$ cat config.mk
export PLATFORM = sky130hd
export DESIGN_NAME = ysyx_22050019_regs_sched
export DESIGN_NICKNAME = d
export VERILOG_FILES = /design/src/rtl/ysyx_22050019_pkg.sv /design/src/rtl/ysyx_22050019_wb_arb.sv /design/src/rtl/ysyx_22050019_regs_sched.sv
export SDC_FILE = /design/constraint.sdc
export NUM_CORES = 1
export LEC_CHECK = 0
export ABC_AREA = 1
export CAP_MARGIN = 40
export CORE_UTILIZATION = 40
export CTS_CLUSTER_SIZE = 10
export DETAILED_ROUTE_END_ITERATION = 7
export PLACE_DENSITY = 0.78
export RECOVER_POWER = 100
export SLEW_MARGIN = 15
export SYNTH_ARGS = -nofsm -noshare
export SYNTH_HDL_FRONTEND = slang
export SYNTH_SLANG_ARGS = --single-unit
$ cat constraint.sdc
create_clock -name clk -period 2.1 [get_ports clk]
set_clock_uncertainty 0.05 [all_clocks]
set_input_delay 0.21 -clock clk [delete_from_list [all_inputs] [get_ports clk]]
set_output_delay 0.21 -clock clk [all_outputs]
set_load 0.02 [all_outputs]
$ cat src/rtl/ysyx_22050019_pkg.sv
// ysyx_22050019_pkg: shared widths and writeback request types for the regfile write scheduler
package ysyx_22050019_pkg;
  localparam int REG_ADDR_W = 5;
  localparam int REG_DATA_W = 64;
  localparam int NUM_REGS = 32;
  typedef enum logic {WB_SRC_ALU, WB_SRC_LSU} wb_src_t;
  typedef struct packed {
    logic valid;
    logic [REG_ADDR_W-1:0] addr;
    logic [REG_DATA_W-1:0] data;
  } wb_req_t;
endpackage

$ cat src/rtl/ysyx_22050019_wb_arb.sv
// ysyx_22050019_wb_arb: 2-way writeback arbiter, fixed LSU priority or round-robin
// when YSYX_22050019_WB_RR_EN is defined
module ysyx_22050019_wb_arb
  import ysyx_22050019_pkg::*;
(
`ifdef YSYX_22050019_WB_RR_EN
  input  logic clk,
  input  logic rst,
`endif
  input  logic alu_valid,
  input  logic lsu_valid,
  output logic alu_gnt,
  output logic lsu_gnt
);
`ifdef YSYX_22050019_WB_RR_EN
  wb_src_t last;
  always_ff @(posedge clk) begin
    if (rst) last <= WB_SRC_ALU;
    else if (alu_gnt | lsu_gnt) last <= lsu_gnt ? WB_SRC_LSU : WB_SRC_ALU;
  end
  always_comb begin
    lsu_gnt = lsu_valid & (!alu_valid | last == WB_SRC_ALU);
    alu_gnt = alu_valid & !lsu_gnt;
  end
`else
  always_comb begin
    lsu_gnt = lsu_valid;
    alu_gnt = alu_valid & !lsu_valid;
  end
`endif
endmodule

$ cat src/rtl/ysyx_22050019_regs_sched.sv
// ysyx_22050019_regs_sched: register scoreboard, RAW/WAW issue stall and registered regfile write port
// arbitration mode selected by YSYX_22050019_WB_RR_EN (see ysyx_22050019_wb_arb)
module ysyx_22050019_regs_sched
  import ysyx_22050019_pkg::*;
#(
  parameter int ADDR_WIDTH = REG_ADDR_W,
  parameter int DATA_WIDTH = REG_DATA_W
) (
  input  logic                  clk,
  input  logic                  rst,
  input  logic                  flush,
  input  logic                  issue_valid,
  input  logic                  issue_rs1_en,
  input  logic [ADDR_WIDTH-1:0] issue_rs1,
  input  logic                  issue_rs2_en,
  input  logic [ADDR_WIDTH-1:0] issue_rs2,
  input  logic                  issue_wen,
  input  logic [ADDR_WIDTH-1:0] issue_rd,
  output logic                  issue_ready,
  input  logic                  alu_wb_valid,
  input  logic [ADDR_WIDTH-1:0] alu_wb_addr,
  input  logic [DATA_WIDTH-1:0] alu_wb_data,
  output logic                  alu_wb_ready,
  input  logic                  lsu_wb_valid,
  input  logic [ADDR_WIDTH-1:0] lsu_wb_addr,
  input  logic [DATA_WIDTH-1:0] lsu_wb_data,
  output logic                  lsu_wb_ready,
  output logic                  rf_wen,
  output logic [ADDR_WIDTH-1:0] rf_waddr,
  output logic [DATA_WIDTH-1:0] rf_wdata,
  output logic [NUM_REGS-1:0]   busy_vec
);
  wb_req_t alu_req, lsu_req, sel;
  logic gnt, stall, flush_seen;
  logic [NUM_REGS-1:0] set_mask, clr_mask, busy_nxt;
  ysyx_22050019_wb_arb u_arb (
`ifdef YSYX_22050019_WB_RR_EN
    .clk(clk),
    .rst(rst),
`endif
    .alu_valid(alu_wb_valid),
    .lsu_valid(lsu_wb_valid),
    .alu_gnt(alu_wb_ready),
    .lsu_gnt(lsu_wb_ready)
  );
  always_comb begin
    alu_req = {alu_wb_valid, alu_wb_addr, alu_wb_data};
    lsu_req = {lsu_wb_valid, lsu_wb_addr, lsu_wb_data};
    sel = lsu_wb_ready ? lsu_req : alu_req;
    gnt = (alu_wb_ready | lsu_wb_ready) & sel.valid;
    stall = (issue_rs1_en & busy_vec[issue_rs1]) | (issue_rs2_en & busy_vec[issue_rs2])
          | (issue_wen & busy_vec[issue_rd]);
    issue_ready = !stall & !flush & !rst;
    set_mask = (issue_valid & issue_ready & issue_wen) ? NUM_REGS'(1) << issue_rd : '0;
    clr_mask = gnt ? NUM_REGS'(1) << sel.addr : '0;
    // set is applied after clear so a same-cycle set on the same bit wins
    busy_nxt = flush ? '0 : ((busy_vec & ~clr_mask) | set_mask) & ~NUM_REGS'(1);
  end
  always_ff @(posedge clk) begin
    if (rst) begin
      busy_vec <= '0;
      rf_wen <= 1'b0;
      rf_waddr <= '0;
      rf_wdata <= '0;
      flush_seen <= 1'b0;
    end else begin
      busy_vec <= busy_nxt;
      rf_wen <= gnt & (sel.addr != '0);
      rf_waddr <= gnt ? sel.addr : rf_waddr;
      rf_wdata <= gnt ? sel.data : rf_wdata;
      flush_seen <= flush_seen | flush;
    end
  end
  // a writeback to an idle register only makes sense once a flush has dropped its busy bit
  always_ff @(posedge clk) begin
    if (!rst && gnt && sel.addr != '0 && !flush_seen) assert (busy_vec[sel.addr]);
  end
endmodule
## Word-level counts from Yosys, hierarchy flattened

Cells that the tools add are included.

| cells by class | value |
|---|---|
| add/subtract/negate cells | 0 |
| multiply operators | 0 |
| div/mod/pow operators | 0 |
| order comparisons | 3 |
| equality and inequality tests | 0 |
| shift operators | 2 |
| multiplexer cells | 9 |
| bitwise logic cells | 16 |
| reduce and logical (&&, ||, !) cells | 6 |

Operators with widths:

| cell | number |
|---|---|
| 70-bit two-way mux | 1 |
| 32-bit two-way mux | 2 |
| 1-bit by 5-bit << shifter with 32-bit output (first input constant) | 2 |
| 32-bit AND | 1 |
| 32-bit NOT | 1 |
| 32-bit bitwise OR | 1 |
| 5-bit by 6-bit less-than comparator with 1-bit output (second input constant) | 3 |
| 1-bit binary-select mux with 5-bit select | 3 |
| 1-bit AND | 10 |
| 5-bit nonzero test | 1 |
| 1-bit logical NOT | 4 |
| 1-bit two-way mux | 3 |
| 1-bit bitwise OR | 3 |
| 2-bit OR reduction | 1 |

| word-level totals | value |
|---|---|
| flip-flop bits (word level) | 102 |
| bits in latches | 0 |
| bits in writable memories | 0 |
| memory bits (read-only) | 0 |
| input bits | 162 |
| output and inout port bits | 105 |
| memories | 0 |

## Depth between registers and ports, before layout

Gate-level depths: netlist of the first run.

| logic depth | value |
|---|---|
| depth in word-level cells | 12 |
| mapped depth | 15 |

## Cells and area by module

Synthesis of the first run repeated with hierarchy kept, for this count alone.

| unflattened totals | value |
|---|---|
| cells, all modules | 880 |
| area, all modules | 5587.9 um^2 |

By module, submodules not included:

| module | instances | cells an instance | area an instance (um^2) | seq. area each (um^2) |
|---|---|---|---|---|
| ysyx_22050019_regs_sched | 1 | 877 | 5570.3 | 2021.9 |
| ysyx_22050019_wb_arb | 1 | 3 | 17.5 | 0.0 |

## Worst setup path before layout of the first run

Ideal clock, no wire load.

| path | value |
|---|---|
| path kind | input to register |
| from | input port lsu_wb_valid |
| to | register busy_vec[16] |
| data arrival time | 1.422 ns |
| required time | 1.918 ns |
| slack | 0.496 ns |
| stages | 9 |
| buffers on the path | 1 |
| cells stage by stage | buf_2 -> inv_1 -> or2_2 -> o21ai_1 -> inv_1 -> nor2_1 -> nand2_1 -> o21ai_0 -> a21oi_1 |

| on the way | value |
|---|---|
| word-level cells in the longest chain between the ends | 8 |

RTL lines:

| what | line | source |
|---|---|---|
| from (decl) | ysyx_22050019_regs_sched.sv:24 | `input logic lsu_wb_valid,` |
| 1-bit logical NOT | ysyx_22050019_wb_arb.sv:28 | `alu_gnt = alu_valid & !lsu_valid;` |
| 1-bit AND | ysyx_22050019_wb_arb.sv:28 |  |
| 1-bit bitwise OR | ysyx_22050019_regs_sched.sv:50 | `gnt = (alu_wb_ready \| lsu_wb_ready) & sel.valid;` |
| 1-bit AND | ysyx_22050019_regs_sched.sv:50 |  |
| 32-bit two-way mux * | ysyx_22050019_regs_sched.sv:55 | `clr_mask = gnt ? NUM_REGS'(1) << sel.addr : '0;` |
| 32-bit NOT * | ysyx_22050019_regs_sched.sv:57 | `busy_nxt = flush ? '0 : ((busy_vec & ~clr_mask) \| set_mask) & ~NUM_REGS'(1);` |
| 32-bit AND * | ysyx_22050019_regs_sched.sv:57 |  |
| 32-bit bitwise OR * | ysyx_22050019_regs_sched.sv:57 |  |
| to (signal assigned) | ysyx_22050019_regs_sched.sv:67 | `busy_vec <= busy_nxt;` |
| to (decl) | ysyx_22050019_regs_sched.sv:31 | `output logic [NUM_REGS-1:0] busy_vec` |

Mark *: on every way between the ends. The rest lies on a longest branch, timed or not.
A chain may end at the register's enable or synchronous reset.

## Final worst setup path of the first run

| path | value |
|---|---|
| from | register busy_vec[15] |
| to | output port issue_ready |

| on the way | value |
|---|---|
| word-level cells in the longest chain between the ends | 8 |

RTL lines:

| what | line | source |
|---|---|---|
| 1-bit binary-select mux with 5-bit select | ysyx_22050019_regs_sched.sv:51 | `stall = (issue_rs1_en & busy_vec[issue_rs1]) \| (issue_rs2_en & busy_vec[issue_rs2])` |
| 1-bit two-way mux (implied by the code) | ysyx_22050019_regs_sched.sv:51 |  |
| 1-bit AND | ysyx_22050019_regs_sched.sv:51 |  |
| 1-bit bitwise OR | ysyx_22050019_regs_sched.sv:51 |  |
| 1-bit bitwise OR * | ysyx_22050019_regs_sched.sv:52 | `\| (issue_wen & busy_vec[issue_rd]);` |
| 1-bit logical NOT * | ysyx_22050019_regs_sched.sv:53 | `issue_ready = !stall & !flush & !rst;` |
| 1-bit AND * (2 in series) | ysyx_22050019_regs_sched.sv:53 |  |
| to (decl) | ysyx_22050019_regs_sched.sv:19 | `output logic issue_ready,` |

Mark *: on every way between the ends. The rest lies on a longest branch, timed or not. The select of a mux whose other input is x is not followed.

==> results, run 1 <==
- The run finished with clean final reports.
- The final worst-path setup slack is 0.110 ns.
- At the end of routability-driven placement, the weighted congestion stood at 0.971.
- The detail-routed net length per standard cell is 15.9 um.
- The highest clock rate is 503 MHz.
- Of the total power, the share spent switching nets is 28.7%.
- For the worst setup path, the data required time is 1.84 ns.
- The number of warnings reported in the yosys synthesis log is 0.
- The area used by multi-input combinational logic is 3050 sq um.
- The switching power total is 1.44 mW.
- The routed design has 22,500 um of wire.
- The number of global-route vias before repair came to 6,512.
- The period utilization is 94.8%.
- The overall fraction of global-route tracks in use is 29.4%.
- The clock period minus final worst setup slack is 1.99 ns.
- The final non-filler cell total is 1,412.
- Sequential cells were found to cover 34.4% of the synthesized design area.
- 0 antenna diodes ended up in the layout.
- The register bit total from synthesis is 101.
- The clock network power share is 34.4%.
- The startpoint identified for the worst hold timing path is lsu_wb_valid.
- The worst register-to-register path has a depth of 12.
- Global routing finished with a remaining overflow of 0.
- Buffers placed on the I/O ports in this run total 265.
- The measured slew at the worst slew-check pin is 0.779 ns.
- The area growth from synthesis to layout is 56.4%.
- The class of the tightest hold or removal check is in2reg.
- STA puts the critical path data arrival time at 1.73 ns.
- Across the whole layout, storage elements account for 2020 sq um.
- The initial utilization of the core area, before any placement, comes to 41.7%.
- The initial DRC count is 605.
- The number of antenna violations at the first check in global routing is 0.
- The first detailed-routing pass ran for 5 iterations.
- The buffer type at the clock tree root is clkbuf_16.
- Buffers inserted during clock tree synthesis total 9.
- The CTS H-tree depth is 3.
- The peak ir drop on the vdd network is 452 uV.
- The total count of max-transition violations in the final report was 0.
- In this run the vertical extent of the chip is 123 um.
- The combinational fraction of design power is 24.6%.
- The beginning of the critical path is busy_vec[15].
- The largest net degree at the start of global routing is 65.
- For this design, the CTS-stage hold fixing added 0 buffers.
- The HPWL after detailed placement is 17,100 um.
- The static leakage is 4.61 nW.
- The clock transition at the registers of the reported paths is 0.07 ns.
- The final count of hold timing violations was 0.
- The number of setup violations in the final report is 0.
- The kind of start point of the critical path is a register.
- The net count of the finished layout is 1,390.
- The area of the core is 14,100 sq um.
- The routed layout has 7,147 vias.
- The longest clock path from root to sink contains 2 buffers.
- Once placement finished, the instance area stood at 8930 sq um.
- Setup repair after global routing left no endpoint under its margin.
- Among all flip-flop cells after synthesis, the most frequent one is dfxtp_1.
- When the netlist entered floorplanning its net count stood at 1,122.
- The die is 123 um wide.
- The worst-skew pair later-pin latency is 0.35 ns.
- The share of cells above drive strength 1 is 7.47%.
- The number of placed instances, taps included is 1,396.
- The post-route setup TNS is 0 ns.
- The internal power component is 3.57 mW.
- The share of total power in sequential cells is 41.0%.
- The async set-reset flop share out of synthesis is 0%.
- The classification of the worst setup path is reg2out.
- The tree built by TritonCTS fans out to 101 sinks.
- The first global-routing pass estimated 34,200 um of wire.
- In this run the power density over the cells is 543 nW/um^2.
- The number of flops mapped to enable cells by yosys is 0.
- In this run, distinct cell masters in the synthesized netlist total 29.
- The placement row count is 43.
- The worst slack at placement is -0.441 ns.
- The clock tree from TritonCTS is built.
- Synthesis produced 960 cells.
- Using the TritonRoute via totals, the vias-per-cell ratio works out to 5.06.
- The worst hold path was traced through 4 stages.
- The startpoint identified for the worst register-to-register timing path is busy_vec[15].
- In this run the cell area of the synthesized design comes to 5880 sq um.
- During I/O placement, the number of pins put on the boundary was 267.
- The final standard cell utilization of the core is 65.3%.
- Across the run, the number of max-cap violations was 0.
- The final non-filler cell area is 9200 sq um.
- The fill cell instance count of the final layout is 1,326.
- The worst pin sits at a relative slew slack of 48.1%.
- The die footprint is 15,200 sq um.
- In this run the worst path has a maximum fanout of 4.
- The count of nets left with antenna violations once routing finished came out at 0.
- In the routed design, unresolved DRC markers number 0.
- The endpoint type of the worst setup path is an output port.
- A synthesized cell averages 6.13 sq um.
[critical path: stages (launching register included)]
cell and delay, ns:
dfxtp_1 0.37, inv_1 0.11, nand2_1 0.06, nand3_1 0.07
nand3_1 0.10, nand3_1 0.09, nand3_1 0.09, nand3_2 0.11
nand2_2 0.07, nor2_4 0.17, buf_6 0.14
[layer usage]
layer | vias to the layer above | part of all wire (%) | GRT usage [%] | wire length [um]
met5 | - | 0 | 0 | 0
met4 | 0 | 2.5 | 9.34 | 559
met3 | 35 | 7.0 | 6.23 | 1580
met2 | 302 | 49 | 49.0 | 11000
met1 | 3247 | 42 | 37.7 | 9350
li1 | 3563 | - | - | -
[flip-flops by register name (all words and copies together) (netlist names)]
register,flops
rf_waddr,5
rf_wen,1
rf_wdata,64
busy_vec,31
[power groups by stage]
| stage | Sequential, mW | Clock (mW) | Combinational [mW] |
|---|---|---|---|
| final | 2.05 | 1.72 | 1.23 |
| after global routing | 2.06 | 1.82 | 1.34 |
| after CTS | 2.05 | 1.75 | 1.26 |
| after detailed placement | 2.09 | 0 | 1.26 |
| after global placement | 2.09 | 0 | 1.25 |
| after floorplan | 2.20 | 0 | 0.486 |
[per-stage QoR]
stage / power (mW) / hold WS (ns)
finish: 5.00 / 0.360
detailed placement: 3.35 / 0.451
global placement: 3.35 / 0.441
CTS: 5.07 / 0.346
global route: 5.22 / 0.407
floorplan: 2.69 / 0.229
[synthesized netlist by cell type, types with 2 or more instances]
library cell	instances	area share, %
nand2_1	351	22
nand3_1	125	11
inv_1	113	7.2
dfxtp_1	101	34
nor2_1	53	3.4
o21ai_0	42	3.6
a22oi_1	40	5.1
a21oi_1	36	3.1
clkbuf_1	35	2.2
nand3_2	11	1.9
buf_6	9	1.7
buf_1	6	0.38
buf_2	6	0.51
buf_4	6	0.77
nor4_1	5	0.53
or2_2	4	0.43
clkinv_1	2	0.13
clkinv_2	2	0.17
inv_2	2	0.13
nand2_2	2	0.21
[final cells by class]
| class | instances | share of cell area, % |
|---|---|---|
| clock buffers | 11 | 2.64 |
| repair buffers | 319 | 34.2 |
| flip-flops and latches | 101 | 22.0 |
| clock inverters | 4 | 0.625 |
| inverters | 120 | 4.98 |
| well taps | 180 | 2.45 |
| multi-input cells | 677 | 33.2 |
[cell usage in the layout (no fill, tap or decap), types with 2 or more instances in the layout]
cell type and instances:
nand2_1 351, clkdlybuf4s50_1 153, nand3_1 131, inv_1 112
dlygate4sd3_1 104, dfxtp_1 101, nor2_1 52, buf_4 43
o21ai_0 42, a22oi_1 40, a21oi_1 36, clkbuf_16 9
buf_12 6, nand3_2 5, nor4_1 5, or2_2 4
dlymetal6s2s_1 4, buf_6 4, inv_2 3, clkinv_2 2
inv_4 2, nand2_2 2, nor2_4 2, buf_2 2
dlygate4sd2_1 2
[kinds of logic after synthesis]
logic type / after synthesis / synth area share, %
and+or+nand+nor: 554 / 39.9
DFF: 101 / 34.4
AOI/OAI and AO/OA: 121 / 12.1
buffers and inverters: 182 / 13.4
other: 1 / 0.0637
muxes: 1 / 0.170
[repair_timing]
| item | CTS | global route |
|---|---|---|
| gates resized for setup | 7 | 11 |
| pin swaps | 0 | 1 |
| buffers inserted | 0 | 1 |
| endpoints found under the setup margin | 2 | 32 |
[worst paths after layout]
check / to / slack, ns
min: rf_waddr[4] / 0.36
min reg2reg: busy_vec[28] / 0.46
max reg2reg: busy_vec[8] / 0.17
max: issue_ready / 0.11
Power figures use the tool's default switching activity.
==> run 2, diff against run 1 <==
--- a/config.mk
+++ b/config.mk
@@ -8,6 +8,7 @@
 export ABC_AREA = 1
 export CAP_MARGIN = 40
 export CORE_UTILIZATION = 40
+export CTS_BUF_LIST = sky130_fd_sc_hd__clkbuf_8
 export CTS_CLUSTER_SIZE = 10
 export DETAILED_ROUTE_END_ITERATION = 7
 export PLACE_DENSITY = 0.78
==> run 2 against run 1 <==
First-iteration DRC count grew 15%. Clock power shrank 24%. Sequential cell count is the same. Final area shrank 0.94%. Global-route usage shrank 0.13 points. Largest cell class unchanged. Highest routed layer unchanged.
==> results, run 2 (synthesis gave the netlist of run 1 again) <==
- In this run the cell area measured after placement is 8930 sq um.
- The largest registers in the layout are rf_wdata x64, busy_vec x31, rf_waddr x5.
- The headroom to the max-slew limit is 48.1%.
- The post-route setup TNS is 0 ns.
- The register bank with the most flops is rf_wdata.
- The power per standard cell area is 502 nW/um^2.
- The launch instance of the worst register-to-register path is busy_vec[15].
- The register with the most flip-flops in the layout has 64 of them.
- The run finished with clean final reports.
- The total wirelength of the detailed-routed design is 22,300 um.
- The class of the tightest hold or removal check is in2reg.
- The die width is 123 um.
- In the final design database the tool counted 1,389 nets.
- The worst endpoint required time is 1.84 ns.
- The minimum setup slack among reg-to-reg paths is 0.12 ns.
- The highest clock rate is 481 MHz.
- The initial DRC count is 694.
- The max capacitance violation total is 0.
- The worst slack at placement is -0.441 ns.
- The beginning of the critical path is busy_vec[15].
- The floorplan step defined a die boundary enclosing 15,200 sq um.
- The buffer type at the clock tree root is clkbuf_8.
- The clock period minus final worst setup slack is 2.08 ns.
- The clock transition at the registers of the reported paths is 0.10 ns.
- Summed over all cells, the static leakage comes to 4.55 nW.
- The worst-skew pair later-pin latency is 0.39 ns.
- In this run, CTS created clock tree buffers numbering 9.
- For this design the top-level I/O count stands at 267.
- The detail route stage leaves a number of antenna-violating nets equal to 0.
- The repair_antennas step left the layout with diodes totalling 0.
- The HPWL reported at the end of detailed placement is 17,100 um.
- Routability-driven placement finished with a final weighted congestion of 0.971.
- TritonCTS built the clock tree.
- The path depth of the worst reg2reg path is 12.
- The top cell types in the final layout, fill and taps aside, are nand2_1, clkdlybuf4s50_1, nand3_1.
- Setup slack on the critical path of the routed design comes to 0.0219 ns.
- The sink count of the clock tree is 101.
- STA classifies the critical path endpoint as an output port.
- The end of the worst register-to-register path is busy_vec[8].
- The arrival time at the worst endpoint is 1.82 ns.
- The final non-filler cell area is 9120 sq um.
- The longest clock path from root to sink contains 2 buffers.
- The sequential cells in the finished layout cover a total of 2030 sq um.
- In this run the worst setup path terminates at issue_ready.
- The worst setup path is launched from a register.
- The fill cell instance count of the final layout is 1,345.
- The initial core utilization is 41.7%.
- The critical path in this run is classified as reg2out.
- The share of cells above drive strength 1 is 8.12%.
- The final count of hold timing violations is 0.
- Leaving out fill and tap cells, the most frequent cell in the layout is nand2_1.
- In the routed design, unresolved DRC markers number 0.
- The number of port buffers is 265.
- Summing all multi-input logic gate instances after layout gives 3080 sq um.
- Setup repair after global routing could not meet its margin everywhere.
- The placement row count is 43.
- IR analysis of the VDD net gives a maximum drop of 421 uV.
- The total overflow reported by the global router is 0.
- Entering global routing, the biggest net connects 65 pins.
- Global routing used 29.2% of the available tracks across all layers.
- The ratio of routed vias to standard cells is 5.10.
- Dividing the detail-routed wire length by the instance count gives 15.8 um.
- The number of global-route vias before repair is 6,521.
- The total count of max-transition violations in the final report was 0.
- The number of antenna violations at the first check in global routing was 0.
- Post-CTS timing repair inserted 0 buffers for setup.
- The measured slew at the worst slew-check pin is 0.779 ns.
- The first detailed-routing pass took 5 iterations.
- Compared with the post-synthesis result, the final layout area differs by 55.0%.
- The design draws 4.57 mW.
- The global-route wire length before repair is 34,000 um.
- The period utilization is 99.0%.
- The CTS H-tree depth is 3.
- The number of setup violations in the final report is 0.
- Of all nets on the critical path, the largest fanout is 4.
- Across all layers, the routed design uses 7,191 vias.
- The floorplan step defined a core boundary enclosing 14,100 sq um.
- The die height is 123 um.
run 2: critical path, stage by stage (launching register included):
cell and delay (ns):
dfxtp_1 0.39, inv_1 0.11, nand2_1 0.06, nand3_1 0.07, nand3_1 0.10, nand3_1 0.09
nand3_1 0.07, nand3_1 0.14, nand2_2 0.08, nor2_4 0.15, buf_4 0.17
run 2: per-layer routing:
layer	share of wire, %	vias to the layer above	track usage, %
li1	-	3556	-
met1	41	3271	37.5
met2	48	316	48.0
met3	7.4	48	6.13
met4	3.2	0	11.0
met5	0	-	0
run 2: what timing repair did:
action / CTS / global route
gates resized for setup: 7 / 9
hold buffers: 0 / 0
pin swaps: 0 / 0
setup endpoints to repair: 1 / 32
run 2: power breakdown:
| group | leakage [nW] | internal, mW | switching [mW] |
|---|---|---|---|
| Combinational | 3.61 | 0.596 | 0.631 |
| Clock | 0.102 | 0.584 | 0.713 |
| Sequential | 0.832 | 2.00 | 0.0446 |
| Total | 4.55 | 3.18 | 1.39 |
run 2: area by class of cell:
class	instances	share of cell area [%]
Clock inverter	5	0.672
Sequential cell	101	22.2
Inverter	120	5.00
Timing Repair Buffer	318	34.3
Clock buffer	10	1.51
Tap cell	180	2.47
Multi-Input combinational cell	677	33.8
run 2: metrics by stage:
| step | cells | hold slack [ns] | util [%] |
|---|---|---|---|
| after floorplan | 960 | 0.229 | - |
| after global placement | 1396 | 0.441 | 63.3 |
| after detailed placement | 1396 | 0.451 | 63.3 |
| after CTS | 1411 | 0.296 | 64.7 |
| after global routing | 1411 | 0.360 | 64.7 |
| final | 1411 | 0.319 | 64.7 |
run 2: worst min-delay path by stage:
stage | startpoint | endpoint | slack (ns) | cells past startpoint
finish | lsu_wb_valid | rf_waddr[4] | 0.32 | 4
global route | lsu_wb_valid | rf_waddr[4] | 0.36 | 5
CTS | lsu_wb_valid | rf_waddr[4] | 0.30 | 4
detailed placement | busy_vec[28] | busy_vec[28] | 0.45 | 2
global placement | busy_vec[28] | busy_vec[28] | 0.44 | 2
floorplan | rst | rf_wen | 0.23 | 1
